## src/rtl/banzai_pkg.sv

```systemverilog
// Shared types for the banzAI AXI4-Lite register block: response codes,
// channel FSM states and the byte-strobe merge helper.
package banzai_pkg;

    localparam int DATA_W = 32;
    localparam int STRB_W = DATA_W / 8;

    typedef enum logic [1:0] {
        OKAY   = 2'b00,
        SLVERR = 2'b10
    } axi_resp_e;

    typedef enum logic [1:0] {
        W_IDLE,
        W_HAVE_ADDR,
        W_HAVE_DATA,
        W_RESP
    } wr_state_e;

    typedef enum logic {
        R_IDLE,
        R_RESP
    } rd_state_e;

    function automatic logic [DATA_W-1:0] strb_merge(
        input logic [DATA_W-1:0] old_val,
        input logic [DATA_W-1:0] new_val,
        input logic [STRB_W-1:0] strb
    );
        logic [DATA_W-1:0] res;
        res = old_val;
        for (int b = 0; b < STRB_W; b++) begin
            if (strb[b]) res[b*8 +: 8] = new_val[b*8 +: 8];
        end
        return res;
    endfunction

endpackage

```

## src/rtl/banzai_axil_decode.sv

```systemverilog
// Combinational byte address to register word decode; the low two address
// bits are dropped and anything below BASE_ADDR wraps into the unmapped range.
module banzai_axil_decode #(
    parameter int                ADDR_W    = 32,
    parameter int                NUM_REGS  = 8,
    parameter int                NUM_STAT  = 4,
    parameter int                IDX_W     = 4,
    parameter logic [ADDR_W-1:0] BASE_ADDR = '0
) (
    input  logic [ADDR_W-1:0] addr,
    output logic [IDX_W-1:0]  index,
    output logic              is_ctrl,
    output logic              is_stat,
    output logic              is_err
);

    localparam logic [ADDR_W-1:0] CTRL_END = ADDR_W'(NUM_REGS);
    localparam logic [ADDR_W-1:0] STAT_END = ADDR_W'(NUM_REGS + NUM_STAT);

    logic [ADDR_W-1:0] word;

    assign word    = (addr - BASE_ADDR) >> 2;
    assign index   = word[IDX_W-1:0];
    assign is_ctrl = (word < CTRL_END);
    assign is_stat = (word >= CTRL_END) && (word < STAT_END);
    assign is_err  = !is_ctrl && !is_stat;

endmodule

```

## src/rtl/banzai_axil_regs.sv

```systemverilog
// AXI4-Lite responder for the banzAI control/status map: 1-cycle response latency,
// one outstanding transaction per channel. Define BANZAI_AXIL_STRB_EN to honour w_strb.
module banzai_axil_regs #(
    parameter int                ADDR_W    = 32,
    parameter int                DATA_W    = 32,
    parameter int                NUM_REGS  = 8,
    parameter int                NUM_STAT  = 4,
    parameter logic [ADDR_W-1:0] BASE_ADDR = '0,
    parameter logic [DATA_W-1:0] RESET_VAL = '0
) (
    input  logic                             clk,
    input  logic                             rst,
    input  logic [ADDR_W-1:0]                axi_aw_addr,
    input  logic                             axi_aw_valid,
    output logic                             axi_aw_ready,
    input  logic [DATA_W-1:0]                axi_w_data,
    input  logic [3:0]                       axi_w_strb,
    input  logic                             axi_w_valid,
    output logic                             axi_w_ready,
    output logic [1:0]                       axi_b_resp,
    output logic                             axi_b_valid,
    input  logic                             axi_b_ready,
    input  logic [ADDR_W-1:0]                axi_ar_addr,
    input  logic                             axi_ar_valid,
    output logic                             axi_ar_ready,
    output logic [DATA_W-1:0]                axi_r_data,
    output logic [1:0]                       axi_r_resp,
    output logic                             axi_r_valid,
    input  logic                             axi_r_ready,
    output logic [NUM_REGS-1:0][DATA_W-1:0]  reg_o,
    output logic [NUM_REGS-1:0]              reg_wr_o,
    input  logic [NUM_STAT-1:0][DATA_W-1:0]  stat_i
);
    import banzai_pkg::*;

    localparam int IDX_W = $clog2(NUM_REGS + NUM_STAT);

    wr_state_e                      wstate;
    rd_state_e                      rstate;
    logic [NUM_REGS-1:0][DATA_W-1:0] regs;
    logic [ADDR_W-1:0]              aw_addr_q;
    logic [DATA_W-1:0]              w_data_q;
    logic                           aw_hs, w_hs, ar_hs, commit;
    logic [ADDR_W-1:0]              wr_addr;
    logic [DATA_W-1:0]              wr_data;
    logic [3:0]                     wr_strb;
    logic [IDX_W-1:0]               wr_idx, rd_idx;
    logic                           wr_ctrl, wr_stat, wr_err;
    logic                           rd_ctrl, rd_stat, rd_err;
    logic [DATA_W-1:0]              rd_word;

    assign aw_hs = axi_aw_valid && axi_aw_ready;
    assign w_hs  = axi_w_valid && axi_w_ready;
    assign ar_hs = axi_ar_valid && axi_ar_ready;

    // The second handshake commits using whichever half is live on the bus now.
    assign commit = ((wstate == W_IDLE) && aw_hs && w_hs) ||
                    ((wstate == W_HAVE_ADDR) && w_hs) ||
                    ((wstate == W_HAVE_DATA) && aw_hs);
    assign wr_addr = (wstate == W_HAVE_ADDR) ? aw_addr_q : axi_aw_addr;
    assign wr_data = (wstate == W_HAVE_DATA) ? w_data_q : axi_w_data;

`ifdef BANZAI_AXIL_STRB_EN
    logic [3:0] w_strb_q;
    always_ff @(posedge clk or posedge rst) begin
        if (rst)                                   w_strb_q <= '0;
        else if (w_hs && (wstate == W_IDLE) && !aw_hs) w_strb_q <= axi_w_strb;
    end
    assign wr_strb = (wstate == W_HAVE_DATA) ? w_strb_q : axi_w_strb;
`else
    logic unused_strb;
    assign unused_strb = ^axi_w_strb;
    assign wr_strb     = 4'hF;
`endif

    banzai_axil_decode #(
        .ADDR_W(ADDR_W), .NUM_REGS(NUM_REGS), .NUM_STAT(NUM_STAT),
        .IDX_W(IDX_W), .BASE_ADDR(BASE_ADDR)
    ) u_wr_dec (
        .addr(wr_addr), .index(wr_idx),
        .is_ctrl(wr_ctrl), .is_stat(wr_stat), .is_err(wr_err)
    );

    banzai_axil_decode #(
        .ADDR_W(ADDR_W), .NUM_REGS(NUM_REGS), .NUM_STAT(NUM_STAT),
        .IDX_W(IDX_W), .BASE_ADDR(BASE_ADDR)
    ) u_rd_dec (
        .addr(axi_ar_addr), .index(rd_idx),
        .is_ctrl(rd_ctrl), .is_stat(rd_stat), .is_err(rd_err)
    );

    always_ff @(posedge clk or posedge rst) begin
        if (rst) begin
            wstate       <= W_IDLE;
            axi_aw_ready <= 1'b0;
            axi_w_ready  <= 1'b0;
            axi_b_valid  <= 1'b0;
            axi_b_resp   <= OKAY;
            aw_addr_q    <= '0;
            w_data_q     <= '0;
            reg_wr_o     <= '0;
            for (int i = 0; i < NUM_REGS; i++) regs[i] <= RESET_VAL;
        end else begin
            reg_wr_o <= '0;
            case (wstate)
                W_IDLE: begin
                    axi_aw_ready <= 1'b1;
                    axi_w_ready  <= 1'b1;
                    if (aw_hs && !w_hs) begin
                        wstate       <= W_HAVE_ADDR;
                        aw_addr_q    <= axi_aw_addr;
                        axi_aw_ready <= 1'b0;
                    end else if (w_hs && !aw_hs) begin
                        wstate      <= W_HAVE_DATA;
                        w_data_q    <= axi_w_data;
                        axi_w_ready <= 1'b0;
                    end
                end
                W_HAVE_ADDR, W_HAVE_DATA: ;
                W_RESP: begin
                    if (axi_b_ready) begin
                        wstate       <= W_IDLE;
                        axi_b_valid  <= 1'b0;
                        axi_aw_ready <= 1'b1;
                        axi_w_ready  <= 1'b1;
                    end
                end
                default: wstate <= W_IDLE;
            endcase
            if (commit) begin
                wstate       <= W_RESP;
                axi_aw_ready <= 1'b0;
                axi_w_ready  <= 1'b0;
                axi_b_valid  <= 1'b1;
                axi_b_resp   <= (wr_stat || wr_err) ? SLVERR : OKAY;
                for (int i = 0; i < NUM_REGS; i++) begin
                    if (wr_ctrl && (wr_idx == IDX_W'(i))) begin
                        regs[i]     <= strb_merge(regs[i], wr_data, wr_strb);
                        reg_wr_o[i] <= 1'b1;
                    end
                end
            end
        end
    end

    always_comb begin
        rd_word = '0;
        for (int i = 0; i < NUM_REGS; i++)
            if (rd_ctrl && (rd_idx == IDX_W'(i))) rd_word = regs[i];
        for (int j = 0; j < NUM_STAT; j++)
            if (rd_stat && (rd_idx == IDX_W'(NUM_REGS + j))) rd_word = stat_i[j];
    end

    // Read data is frozen at the AR handshake, so a same-edge write returns the old value.
    always_ff @(posedge clk or posedge rst) begin
        if (rst) begin
            rstate       <= R_IDLE;
            axi_ar_ready <= 1'b0;
            axi_r_valid  <= 1'b0;
            axi_r_data   <= '0;
            axi_r_resp   <= OKAY;
        end else begin
            case (rstate)
                R_IDLE: begin
                    axi_ar_ready <= 1'b1;
                    if (ar_hs) begin
                        rstate       <= R_RESP;
                        axi_ar_ready <= 1'b0;
                        axi_r_valid  <= 1'b1;
                        axi_r_data   <= rd_word;
                        axi_r_resp   <= rd_err ? SLVERR : OKAY;
                    end
                end
                R_RESP: begin
                    if (axi_r_ready) begin
                        rstate       <= R_IDLE;
                        axi_r_valid  <= 1'b0;
                        axi_ar_ready <= 1'b1;
                    end
                end
                default: rstate <= R_IDLE;
            endcase
        end
    end

    assign reg_o = regs;

endmodule
```

## config.mk

```make
export PLATFORM = sky130hd
export DESIGN_NAME = banzai_axil_regs
export DESIGN_NICKNAME = d
export VERILOG_FILES = /design/src/rtl/banzai_pkg.sv /design/src/rtl/banzai_axil_decode.sv /design/src/rtl/banzai_axil_regs.sv
export SDC_FILE = /design/constraint.sdc
export NUM_CORES = 1
export LEC_CHECK = 0
export BUFFER_PORTS_ARGS = -buffer_cell sky130_fd_sc_hd__buf_2
export CORE_AREA = 2 2 209 211
export CTS_BUF_LIST = sky130_fd_sc_hd__clkbuf_4 sky130_fd_sc_hd__clkbuf_8
export CTS_CLUSTER_DIAMETER = 120
export DETAILED_ROUTE_END_ITERATION = 8
export DIE_AREA = 0 0 211 213
export GPL_TIMING_DRIVEN = 0
export PLACE_DENSITY = 0.71
export RECOVER_POWER = 25
export SETUP_SLACK_MARGIN = 0.05
export SLEW_MARGIN = 40
export SYNTH_ARGS = -nofsm -noshare
export SYNTH_HDL_FRONTEND = slang
export SYNTH_SLANG_ARGS = --single-unit
```

## constraint.sdc

```tcl
create_clock -name clk -period 16.12 [get_ports clk]
set_input_delay 2.418 -clock clk [delete_from_list [all_inputs] [get_ports clk]]
set_output_delay 2.418 -clock clk [all_outputs]
set_load 0.03 [all_outputs]
```

# ---- Yosys cells after proc, flatten, opt, wreduce, memory -nomap -nowiden
# Cells that the tools add are included.
dict set report word_totals {
  regBits 372
  out_inout_bits 305
}
dict set report classes {
  n_lt_le_gt_ge 6
  eq_ne 25
  mux 50
  bitwise_logic 2
  reduce_logical 63
}
# operator count
set ops {}
lappend ops {{2-to-1 mux 32 bit} 14}
lappend ops {{less-than comparator 30 x 4 -> 1 bit (second input constant)} 4}
lappend ops {{>= comparator 30 x 4 -> 1 bit (second input constant)} 2}
lappend ops {{logical AND 1 bit} 33}
lappend ops {{equality test 4 x 3 -> 1 bit (second input constant)} 8}
lappend ops {{AND reduction 2 bit} 13}
lappend ops {{2-to-1 mux 1 bit} 23}
lappend ops {{equality test 4 x 2 -> 1 bit (second input constant)} 4}
lappend ops {{equality test 4 bit (second input constant)} 4}
lappend ops {{2-to-1 mux 2 bit} 6}
lappend ops {{one-hot mux 1 bit (2 select lines)} 5}
lappend ops {{equality test 4 x 1 -> 1 bit (second input constant)} 2}
lappend ops {{zero test 4 bit} 2}
lappend ops {{2-to-1 mux 8 bit} 1}
lappend ops {{zero test 1 bit} 6}
lappend ops {{AND reduction 3 bit} 2}
lappend ops {{equality test 2 bit (second input constant)} 2}
lappend ops {{!= test 2 bit (second input constant)} 2}
lappend ops {{!= test 4 x 2 -> 1 bit (second input constant)} 1}
lappend ops {{one-hot mux 2 bit (2 select lines)} 1}
lappend ops {{nonzero test 2 bit} 2}
lappend ops {{logical OR 1 bit} 3}
lappend ops {{!= test 3 bit (second input constant)} 1}
lappend ops {{nonzero test 3 bit} 1}
lappend ops {{3 further kinds} 4}

# ---- Longest topological paths before layout
# Gate-level depths: netlist of the first run.
dict set report logic_depth {
  depth_word 14
  ltp_mapped 10
  depth_no_buf 7
}

# ---- By module
# Synthesis of the first run repeated with hierarchy kept, for this count alone.
dict set report unflattened {
  cells_unflattened 1820
  hier_area_um2 17849.6
}
# mod instances cells_per_inst area_each_um2 seq_area_each_um2
set by_module_without_submodules {}
lappend by_module_without_submodules {banzai_axil_regs 1 1786 17616.9 9258.9}
lappend by_module_without_submodules {banzai_axil_decode 2 17 116.4 0.0}

# ---- Worst setup path before layout of the first run
# Ideal clock, no wire load.
dict set report synth_path {
  kind {input-to-reg}
  start {input axi_ar_addr[13]}
  end {register axi_r_data[2]}
  setup_ns 0.121
  arrival_time_ns 4.149
  required_time_ns 15.999
  setup_slack_ns 11.850
  cell_stages 7
  path_cell_list {or4_1 > nor4_2 > nand3_2 > buf_2 > nor2_1 > o211ai_1 > o22a_1}
}
dict set report synth_between {
  elab_chain_len 14
  elab_cells_between_ends 28
  cone_classes {order compare (3); mux (12); reduce/logical (13)}
}
# element line_no
set synth_rtl {}
lappend synth_rtl {{start: declaration} banzai_axil_regs.sv:23} ;# input logic [ADDR_W-1:0] axi_ar_addr,
lappend synth_rtl {{less-than comparator 30 x 4 -> 1 bit} banzai_axil_decode.sv:24} ;# assign is_ctrl = (word < CTRL_END);
lappend synth_rtl {{logical AND 1 bit} banzai_axil_regs.sv:149} ;# if (rd_ctrl && (rd_idx == IDX_W'(i))) rd_word = regs[i];
lappend synth_rtl {{2-to-1 mux 32 bit (8 in a row)} banzai_axil_regs.sv:149}
lappend synth_rtl {{2-to-1 mux 32 bit (3 in a row)} banzai_axil_regs.sv:151} ;# if (rd_stat && (rd_idx == IDX_W'(NUM_REGS + j))) rd_word = stat_i[j];
lappend synth_rtl {{2-to-1 mux 32 bit (*)} banzai_axil_regs.sv:151}
lappend synth_rtl {{end signal: assignment} banzai_axil_regs.sv:170} ;# axi_r_data <= rd_word;
lappend synth_rtl {{end: declaration} banzai_axil_regs.sv:26} ;# output logic [DATA_W-1:0] axi_r_data,
# Every way passes the cells marked *; elsewhere a longest branch is shown, timed or not.
# A chain may end at the register's enable or synchronous reset.

==> metrics.txt, run 1 <==
critical path's slowest cell clkbuf_1; WL/cell around 32 microns; die height 213 microns; fillers 3667; R2R Path Start axi_aw_ready; Hold Path End axi_ar_ready; pwr/cell area roughly 110 mW/mm^2; Finished Layout Cells 2737; Total Wirelength roughly 90000 microns; failing checks capacitance limit, slew limit; grt total ovfl 0; Setup crit start rst; die area 0.0449 sq mm; clk root buf clkbuf_8; First-pass DRT Iterations 9; Die X around 210 microns; Setup Fix Bufs, Post-CTS 0; Critical Path End Type asynchronous set/reset pin; post-synthesis adder-cell area fraction less than 1%; Worst Max-Slew Pin Slew 4.33 ns; Seq/Total Area, Yosys 47.4%; Via Count ~17000; Synth Cell Area just under 0.02 sq mm; Post-synth ARST share 100%; hold-fix buffers at CTS 0; Pleak 13.0 nW; crit-path max cell delay 3.14 ns; share of layout cells above drive strength 1 about half; Max-Slew Margin vs Limit -189%; post-synthesis simple-gate area fraction about a tenth; Antenna Nets Post-Route 0; global placement routability congestion 0.983; detailed router's first-iteration violation count roughly 1900; setup tns final 0 ns; clk_lat worst skew 0.65 ns; H-tree depth 3; hold path depth 1; clock sinks 368; setup violators final 0; core region area about 0.043 sq mm; DRC errors left 0; final period utilization 47.7%; Yosys reg bits roughly 370; clock tree buffer depth 3; Worst setup SP type primary input; hold path startpoint rstate; most common cell after layout, fill and taps aside buf_2; Max Cap Viol 4; Vias per Instance 6.18; WP data arrival roughly 7.4 ns; Hold WC Path Type reg -> reg; final hold vios 0; # nets final ~2400; Worst R2R End w_data_q[8]; number of synthesized flops with an enable pin 0; area fraction in compound gates after synthesis 10.0%; P&R area growth vs syn 25.2%; Initial Util between 40% and 50%; largest family of logic cells by synthesized area multiplexers; routed wl met2 between 30000 and 40000 microns; met1 wire length between 30000 and 40000 microns; initial antenna violation count 13; Synth Area in XOR/XNOR 0%; global-route wire length before repair between 100000 and 150000 microns; Unique masters post-synth ~80; top_reg_cell synth dfrtp_1; Fmax 130 MHz; most frequent cells in the layout 550 x buf_2, 368 x dfrtp_1, 232 x mux2_4, 120 x mux2_2, 83 x clkbuf_8; CP bufs+invs 3; mux share of post-synthesis cell area about 29%; worst-path cell chain buf_2 > clkinvlp_2 > clkbuf_1; CTS tree yes; mean post-synth cell area between 10 and 15 sq um; flop2flop setup slack between 10 and 15 ns; wire length on met3 approximately 9300 microns; post-synthesis cell count 1529; GR Util All Layers between 30% and 40%; delay-heaviest family, CP buffers and inverters; RSZ-0062 raised after global routing false; I/O pin total 540; CP Data Required Time ~16 ns; CTS clock-pin slew for the worst setup and hold paths about 0.06 ns; DP HPWL around 66000 microns; clock skew between 0.03 and 0.04 ns; CTS resizes 0; status complete, but fails checks; Synth Warn # 0; std cell rows 76; DR top layer met4; max-slew violation count around 290; crit path max fanout between 80 and 90; Worst Reg-to-Reg Cells 8; WS Path Type in -> async; vias in the first global route ~17000; DP Cell Count approximately 2600; min Tclk post-route about 7.7 ns; largest net degree at the start of global routing between 80 and 90; PortBufs 525; cts bufs inserted 68; VDD IR max between 0.00008 and 0.00009 V
-- layer usage --
metal  global-route usage, %  up-vias
met2                    59.1     1187
met4                    21.5        0
li1                        -     6953
met1                    47.8     8511
met3                    11.5      276
met5                       0        -
-- kinds of logic after synthesis --
kind of cell    Yosys count
compound gates          277
fa+ha+maj                 3
buf+inv                 132
flops                   368
mux                     411
other cells               1
simple gates            337
-- synth_stat cells (8+ instances only) --
cell / number / area, sq um
dfrtp_1: 368 / 9210
mux2_4: 232 / 3480
mux2_2: 120 / 1350
nand2_1: 73 / 274
nor2_1: 73 / 274
a21oi_1: 55 / 275
clkbuf_1: 49 / 184
o21ai_0: 45 / 225
a22oi_1: 37 / 278
nor3_1: 33 / 165
buf_6: 32 / 360
mux2_1: 29 / 327
nor4_1: 24 / 150
nand3_1: 22 / 110
buf_2: 19 / 95.1
inv_1: 19 / 71.3
a31oi_1: 16 / 100
and2_1: 16 / 100
mux2i_1: 16 / 160
a2111oi_0: 13 / 114
mux4_2: 13 / 293
o22a_1: 13 / 114
or3_1: 13 / 81.3
nand2b_1: 12 / 75.1
o21ai_1: 11 / 55.1
o221a_1: 11 / 124
a211oi_1: 10 / 75.1
nor4_2: 10 / 125
a32oi_1: 9 / 78.8
buf_1: 9 / 33.8
nand4_1: 9 / 56.3
and3_1: 8 / 50.1
or2_1: 8 / 50.1
-- worst max-delay path by stage --
stage	endpoint	slack, ns	cells past startpoint
floorplan	aw_addr_q[10]	3.48	1
global placement	reg_wr_o[0]	-0.64	2
detailed placement	axi_r_data[8]	10.18	8
CTS	axi_r_data[8]	10.84	8
global route	axi_r_data[0]	7.32	3
finish	reg_o[215]	8.44	3
-- worst register-to-register path, delay by kind of cell (launching register included) --
family                     cells  cell delay (ns)
DFF                            1             0.41
and+or+nand+nor                3             0.51
adders and majority gates      1             0.23
muxes                          1             0.41
buffers and inverters          3             0.99
-- report_power, final --
part           total, mW  internal [mW]  switching (mW)
Clock              0.949          0.538           0.411
Combinational      0.729          0.260           0.469
Sequential          1.11           1.04          0.0681
Total               2.79           1.84           0.948
-- per-stage QoR --
stage               setup WS [ns]  instance area [sq um]  hold WS, ns  util [%]  power (mW)
finish                       8.44                  24300        0.485      57.0        2.79
global route                 7.32                  24300        0.514      57.0        2.89
CTS                         10.84                  24400        0.487      57.1        2.79
detailed placement          10.18                  23000        0.479      53.8        1.85
global placement           -0.637                  22800        0.451      53.3        1.82
floorplan                    3.48                  19400        0.441         -        1.58
-- flip-flops by register name, summed over array words and instances, names as in the netlist --
name	count
axi_b_resp	1
reg_wr_o	8
axi_aw_ready	1
axi_r_data	32
axi_r_resp	1
axi_w_ready	1
rstate	1
axi_ar_ready	1
axi_b_valid	1
w_data_q	32
axi_r_valid	1
aw_addr_q	30
wstate	2
reg_o	256
-- area by class of cell --
cell class	count	area [sq um]	area share, %
Multi-Input combinational cell	1030	9540	39.2
Clock buffer	109	1340	5.50
Sequential cell	368	9210	37.8
Tap cell	546	683	2.81
Buffer	111	704	2.89
Antenna cell	16	40.0	0.164
Inverter	21	80.1	0.329
Clock inverter	5	62.6	0.257
Timing Repair Buffer	531	2680	11.0
Power figures use the tool's default switching activity.
==> run 2: changes to the inputs <==
--- a/config.mk
+++ b/config.mk
@@ -5,14 +5,15 @@
 export SDC_FILE = /design/constraint.sdc
 export NUM_CORES = 1
 export LEC_CHECK = 0
+export ABC_AREA = 1
 export BUFFER_PORTS_ARGS = -buffer_cell sky130_fd_sc_hd__buf_2
-export CORE_AREA = 2 2 209 211
+export CORE_AREA = 2 2 212 214
 export CTS_BUF_LIST = sky130_fd_sc_hd__clkbuf_4 sky130_fd_sc_hd__clkbuf_8
 export CTS_CLUSTER_DIAMETER = 120
 export DETAILED_ROUTE_END_ITERATION = 8
-export DIE_AREA = 0 0 211 213
+export DIE_AREA = 0 0 214 216
 export GPL_TIMING_DRIVEN = 0
-export PLACE_DENSITY = 0.71
+export PLACE_DENSITY = 0.67
 export RECOVER_POWER = 25
 export SETUP_SLACK_MARGIN = 0.05
 export SLEW_MARGIN = 40
==> constraint.sdc (replaced) <==
create_clock -name clk -period 6.95 [get_ports clk]
set_input_delay 1.0425 -clock clk [delete_from_list [all_inputs] [get_ports clk]]
set_output_delay 1.0425 -clock clk [all_outputs]
set_load 0.03 [all_outputs]
==> metrics.txt, run 2 <==
fillers between 4000 and 5000; CP Data Required Time 7.42 ns; top_reg_cell synth dfrtp_1; Initial Util about two fifths; Fmax roughly 230 MHz; Setup Fix Bufs, Post-CTS 0; DP HPWL approximately 57000 microns; fin area 0.0225 sq mm; Logic pwr share between 20% and 30%; VDD IR max 0.000223 V; switching pwr roughly 1.9 mW; Worst Reg-to-Reg Cells 10; CTS tree yes; PortBufs ~530; Via Count 17900; std cell rows between 70 and 80; WP data arrival roughly 4.8 ns; DRC errors left 0; CTS resizes 0; top cells by count, synth 647 x nand2_1, 368 x dfrtp_1, 246 x o21ai_0; vias in the first global route between 15000 and 20000; WS Path Type in -> async; P&R area growth vs syn 28.7%; initial antenna violation count 2; Unique masters post-synth 39; ranking of synthesized cells by area dfrtp_1 53%, nand2_1 14%, o21ai_0 7.0%; placed cell area between 0.02 and 0.025 sq mm; max FFs per register 256; most frequent cells in the layout 647 x nand2_1, 575 x buf_2, 368 x dfrtp_1, 246 x o21ai_0, 218 x inv_1; clock sinks 368; I/O pin total 540; Antenna Nets Post-Route 0; detailed router's first-iteration violation count between 1000 and 1500; failing checks capacitance limit; Yosys top cell by area dfrtp_1; H-tree depth 3; mean post-synth cell area 8.01 sq um; post-synthesis cell count roughly 2200; Max-Slew Margin vs Limit 0.268%; global placement routability congestion roughly 1; most common cell after layout, fill and taps aside nand2_1; clk_lat worst skew 0.63 ns; First-pass DRT Iterations 5; Critical Path End Type asynchronous set/reset pin; clk root buf clkbuf_8; Hold Slack between 0.4 and 0.5 ns; GR Util All Layers ~30%; die height 216 microns; Die X 214 microns; Pleak 12.6 nW; die area between 0.04 and 0.05 sq mm; Total Wirelength ~72000 microns; WL/cell ~21 microns; Hold WC Path Type reg -> reg; CTS clock-pin slew for the worst setup and hold paths ~0.06 ns; Synth Warn # 0; Worst setup SP type primary input; setup violators final 0; max-slew violation count 0; internal power about 3.9 mW; crit path max fanout 24; Yosys reg bits 368; largest net degree at the start of global routing 27; storage element area 0.00921 sq mm; Post-synth ARST share 100%; Synth Cell Area 0.0175 sq mm; Multi-input gate area around 0.0070 sq mm; cts bufs inserted 66; most frequent cell after synthesis nand2_1; top cell type's share of synthesized area between 50% and 60%; Max Cap Viol 1; Vias per Instance around 5.2; final period utilization ~63%; share of layout cells above drive strength 1 26.2%; clock tree buffer depth 3; pwr/cell area ~260 mW/mm^2; hold-fix buffers at CTS 0; share of power burned in the clock network 37.5%; min Tclk post-route approximately 4.4 ns; core region area around 0.044 sq mm; Seq/Total Area, Yosys between 50% and 60%; # nets final roughly 3000; RSZ-0062 raised after global routing false; grt total ovfl 0; final hold vios 0; clock skew 0.0289 ns; Worst Max-Slew Pin Slew 1.50 ns; hold path depth 1; status complete, but fails checks; sequential share of power between 40% and 50%; PnR Total Power around 5.8 mW; switch share ~33%; number of synthesized flops with an enable pin 0; global-route wire length before repair roughly 110000 microns
## run 2: cell count changes in the layout (fill, tap and decap cells not counted), sizes merged, moves of 15 or more
cell,previous run,this run
nand2,74,649
mux2,381,16
o21ai,56,318
inv,20,222
nor2,75,186
nand3,26,129
nand4,11,101
a21oi,55,11
a22oi,37,0
nor3,37,12
nor4,35,12
and2,16,0
a31oi,16,1
mux2i,17,32
## run 2: area by class of cell
class / count / area share, %
well taps: 592 / 3.29
inverters: 222 / 3.70
multi-input cells: 1482 / 30.8
repair buffers: 546 / 12.7
diodes: 2 / 0.0222
clock inverters: 13 / 0.588
clock buffers: 101 / 5.64
flip-flops and latches: 368 / 40.9
plain buffers: 115 / 2.36
## run 2: worst paths after layout
check	slack [ns]	startpoint	endpoint
setup / recovery	2.58	rst	axi_r_data[12]
hold / removal	0.44	rstate	axi_r_valid
setup reg to reg	4.10	wstate[0]	reg_o[168]
hold reg to reg	0.44	rstate	axi_r_valid
max in group clk	3.52	axi_ar_addr[5]	axi_r_data[9]
min in group asynchronous	0.55	rst	aw_addr_q[27]
## run 2: kinds of logic after synthesis
family | count (synthesis) | synth area share (%)
AOI/OAI and AO/OA | 336 | 9.69
adders and majority gates | 3 | 0.214
buffers and inverters | 337 | 7.79
DFF | 368 | 52.6
muxes | 48 | 2.86
other | 1 | 0.0214
and+or+nand+nor | 1093 | 26.9
## run 2: per-layer routing
layer | GRT usage, % | part of all wire [%] | routed length (microns)
met5 | 0 | 0 | 0
met4 | 15.3 | 5.0 | 3550
met3 | 9.22 | 9.0 | 6440
met2 | 49.0 | 47 | 33500
met1 | 37.1 | 39 | 28200
## run 2: worst max-delay path, cell delays in order
cell and delay, ns:
buf_2 0.10, clkinvlp_2 0.53, clkbuf_1 1.01, clkbuf_1 1.00, clkbuf_1 1.12
## run 2: metrics by stage
stage	util [%]	setup slack, ns	TNS [ns]	instances
finish	51.4	2.58	0	3441
global route	51.4	1.84	0	3441
CTS	51.8	3.59	0	3439
detailed placement	48.6	2.93	0	3325
global placement	47.7	-1.22	-433.65	3308
floorplan	-	0.969	0	2187
## run 2: power by group through the flow
stage | logic (mW) | clock network (mW) | registers, mW
5_1_grt | 1.32 | 2.32 | 2.47
3_3_place_gp | 1.13 | 0 | 2.47
6_report | 1.19 | 2.18 | 2.45
2_1_floorplan | 0.669 | 0 | 2.50
4_1_cts | 1.19 | 2.22 | 2.44
3_5_place_dp | 1.19 | 0 | 2.48
==> run 3: changes to the inputs <==
--- a/config.mk
+++ b/config.mk
@@ -7,11 +7,11 @@
 export LEC_CHECK = 0
 export ABC_AREA = 1
 export BUFFER_PORTS_ARGS = -buffer_cell sky130_fd_sc_hd__buf_2
-export CORE_AREA = 2 2 212 214
+export CORE_AREA = 2 2 208 210
 export CTS_BUF_LIST = sky130_fd_sc_hd__clkbuf_4 sky130_fd_sc_hd__clkbuf_8
 export CTS_CLUSTER_DIAMETER = 120
 export DETAILED_ROUTE_END_ITERATION = 8
-export DIE_AREA = 0 0 214 216
+export DIE_AREA = 0 0 210 212
 export GPL_TIMING_DRIVEN = 0
 export PLACE_DENSITY = 0.67
 export RECOVER_POWER = 25
==> constraint.sdc (replaced) <==
create_clock -name clk -period 4.2 [get_ports clk]
set_input_delay 0.63 -clock clk [delete_from_list [all_inputs] [get_ports clk]]
set_output_delay 0.63 -clock clk [all_outputs]
set_load 0.03 [all_outputs]
==> metrics.txt, run 3 (synthesis results as in run 2) <==
status completed; max-slew violation count 0; std cell rows 76; crit path max fanout 10; Max-Slew Margin vs Limit roughly 5.2%; CP bufs+invs 3; Vias per Instance around 5.3; Setup Fix Bufs, Post-CTS 0; setup violators final 0; Fmax approximately 330 MHz; core region area 0.0425 sq mm; most frequent cells in the layout 647 x nand2_1, 576 x buf_2, 368 x dfrtp_1, 246 x o21ai_0, 217 x inv_1; global placement routability congestion 0.939; RSZ-0062 raised after global routing false; detailed router's first-iteration violation count roughly 1400; DP HPWL ~58000 microns; worst-path cell chain buf_2 > nor2_1 > inv_1 > nor2_1 > buf_2 > nand3_1 > nand4_1 > nor2_1 > nand4_1 > nor2_1 > nand4_1 > nand2_1 > nand2_1; grt total ovfl 0; die height about 210 microns; Max Cap Viol 0; CP dominant cell by count nor2_1; H-tree depth 3; WP data arrival 3.57 ns; max FFs per register around 260; DRC errors left 0; CTS resizes 0; GR Util All Layers about 32%; Pleak between 10 and 15 nW; Worst Reg-to-Reg Cells 10; Via Count ~18000; WS Path Type in -> reg; P&R area growth vs syn 28.9%; VDD IR max about 0.00037 V; hold-fix buffers at CTS 0; clock skew 0.0204 ns; initial antenna violation count 6; clk root buf clkbuf_8; Antenna Nets Post-Route 0; final hold vios 0; clock sinks about 370; First-pass DRT Iterations 6; Finished Layout Cells roughly 3400; CTS tree yes; Critical Path End Type flop; crit-path max cell delay 0.74 ns; cts bufs inserted between 60 and 70; Initial Util between 40% and 50%; WL/cell roughly 21 microns; Die X 210 microns; flop2flop setup slack roughly 1.3 ns; fillers between 4000 and 5000; vias in the first global route 17200; clock tree buffer depth 3; delay-heaviest family, CP simple AND/OR/NAND/NOR gates; Total Wirelength about 72000 microns; R2R Path Start wstate[1]; most common cell after layout, fill and taps aside nand2_1; CTS clock-pin slew for the worst setup and hold paths ~0.060 ns; PortBufs 529; # nets final roughly 3000; I/O pin total 540; clk_lat worst skew 0.64 ns; CP Data Required Time roughly 4.8 ns; final period utilization between 70% and 80%; pwr/cell area approximately 430 mW/mm^2; critical path's slowest cell nor2_1; DP Cell Count roughly 3300; Worst setup SP type primary input; die area between 0.04 and 0.05 sq mm; Worst Max-Slew Pin Slew 1.42 ns; Worst R2R End reg_o[233]; largest net degree at the start of global routing 26; global-route wire length before repair 107000 microns; PnR Total Power 9.63 mW; share of layout cells above drive strength 1 a little over a quarter; min Tclk post-route ~3.0 ns; Hold WC Path Type in -> async
[run 3: worst max-delay path by stage]
stage | startpoint | to | slack, ns | cells past startpoint
floorplan | rst | aw_addr_q[10] | -1.37 | 1
global placement | rst | axi_r_data[1] | -3.60 | 2
detailed placement | axi_ar_addr[5] | axi_r_data[19] | 0.68 | 13
CTS | wstate[1] | reg_o[207] | 1.33 | 10
global route | rst | reg_o[33] | 0.62 | 5
finish | axi_ar_addr[5] | axi_r_data[6] | 1.18 | 13
[run 3: power by group]
part	switching (mW)	leakage (nW)	internal, mW	total (mW)
Combinational	1.46	6.86	0.526	1.99
Clock	1.57	0.732	2.02	3.59
Sequential	0.184	5.04	3.86	4.05
[run 3: stage by stage]
| stage | TNS, ns | instance area [sq um] | hold slack [ns] | setup slack (ns) | utilization, % |
|---|---|---|---|---|---|
| 6_report | 0 | 22600 | 0.107 | 1.18 | 53.1 |
| 5_1_grt | 0 | 22600 | 0.143 | 0.618 | 53.1 |
| 4_1_cts | 0 | 22700 | 0.0123 | 1.33 | 53.5 |
| 3_5_place_dp | 0 | 21300 | 0.430 | 0.679 | 50.2 |
| 3_3_place_gp | -1307.87 | 20900 | 0.428 | -3.60 | 49.1 |
| 2_1_floorplan | -503.49 | 17500 | 0.418 | -1.37 | - |
[run 3: final cells by class]
class / count / area (sq um) / share of cell area [%]
clock buffers: 105 / 1350 / 5.98
diodes: 5 / 12.5 / 0.0554
multi-input cells: 1482 / 6970 / 30.9
inverters: 222 / 835 / 3.70
plain buffers: 115 / 532 / 2.36
well taps: 546 / 683 / 3.03
repair buffers: 548 / 2960 / 13.1
flip-flops and latches: 368 / 9210 / 40.8
clock inverters: 4 / 23.8 / 0.105
[run 3: metal layers]
metal / track usage [%] / vias to the layer above / share of wire (%)
li1: - / 8332 / -
met1: 40.2 / 8703 / 39
met2: 51.4 / 848 / 47
met3: 9.45 / 187 / 9.2
met4: 15.8 / 0 / 4.9
met5: 0 / - / 0
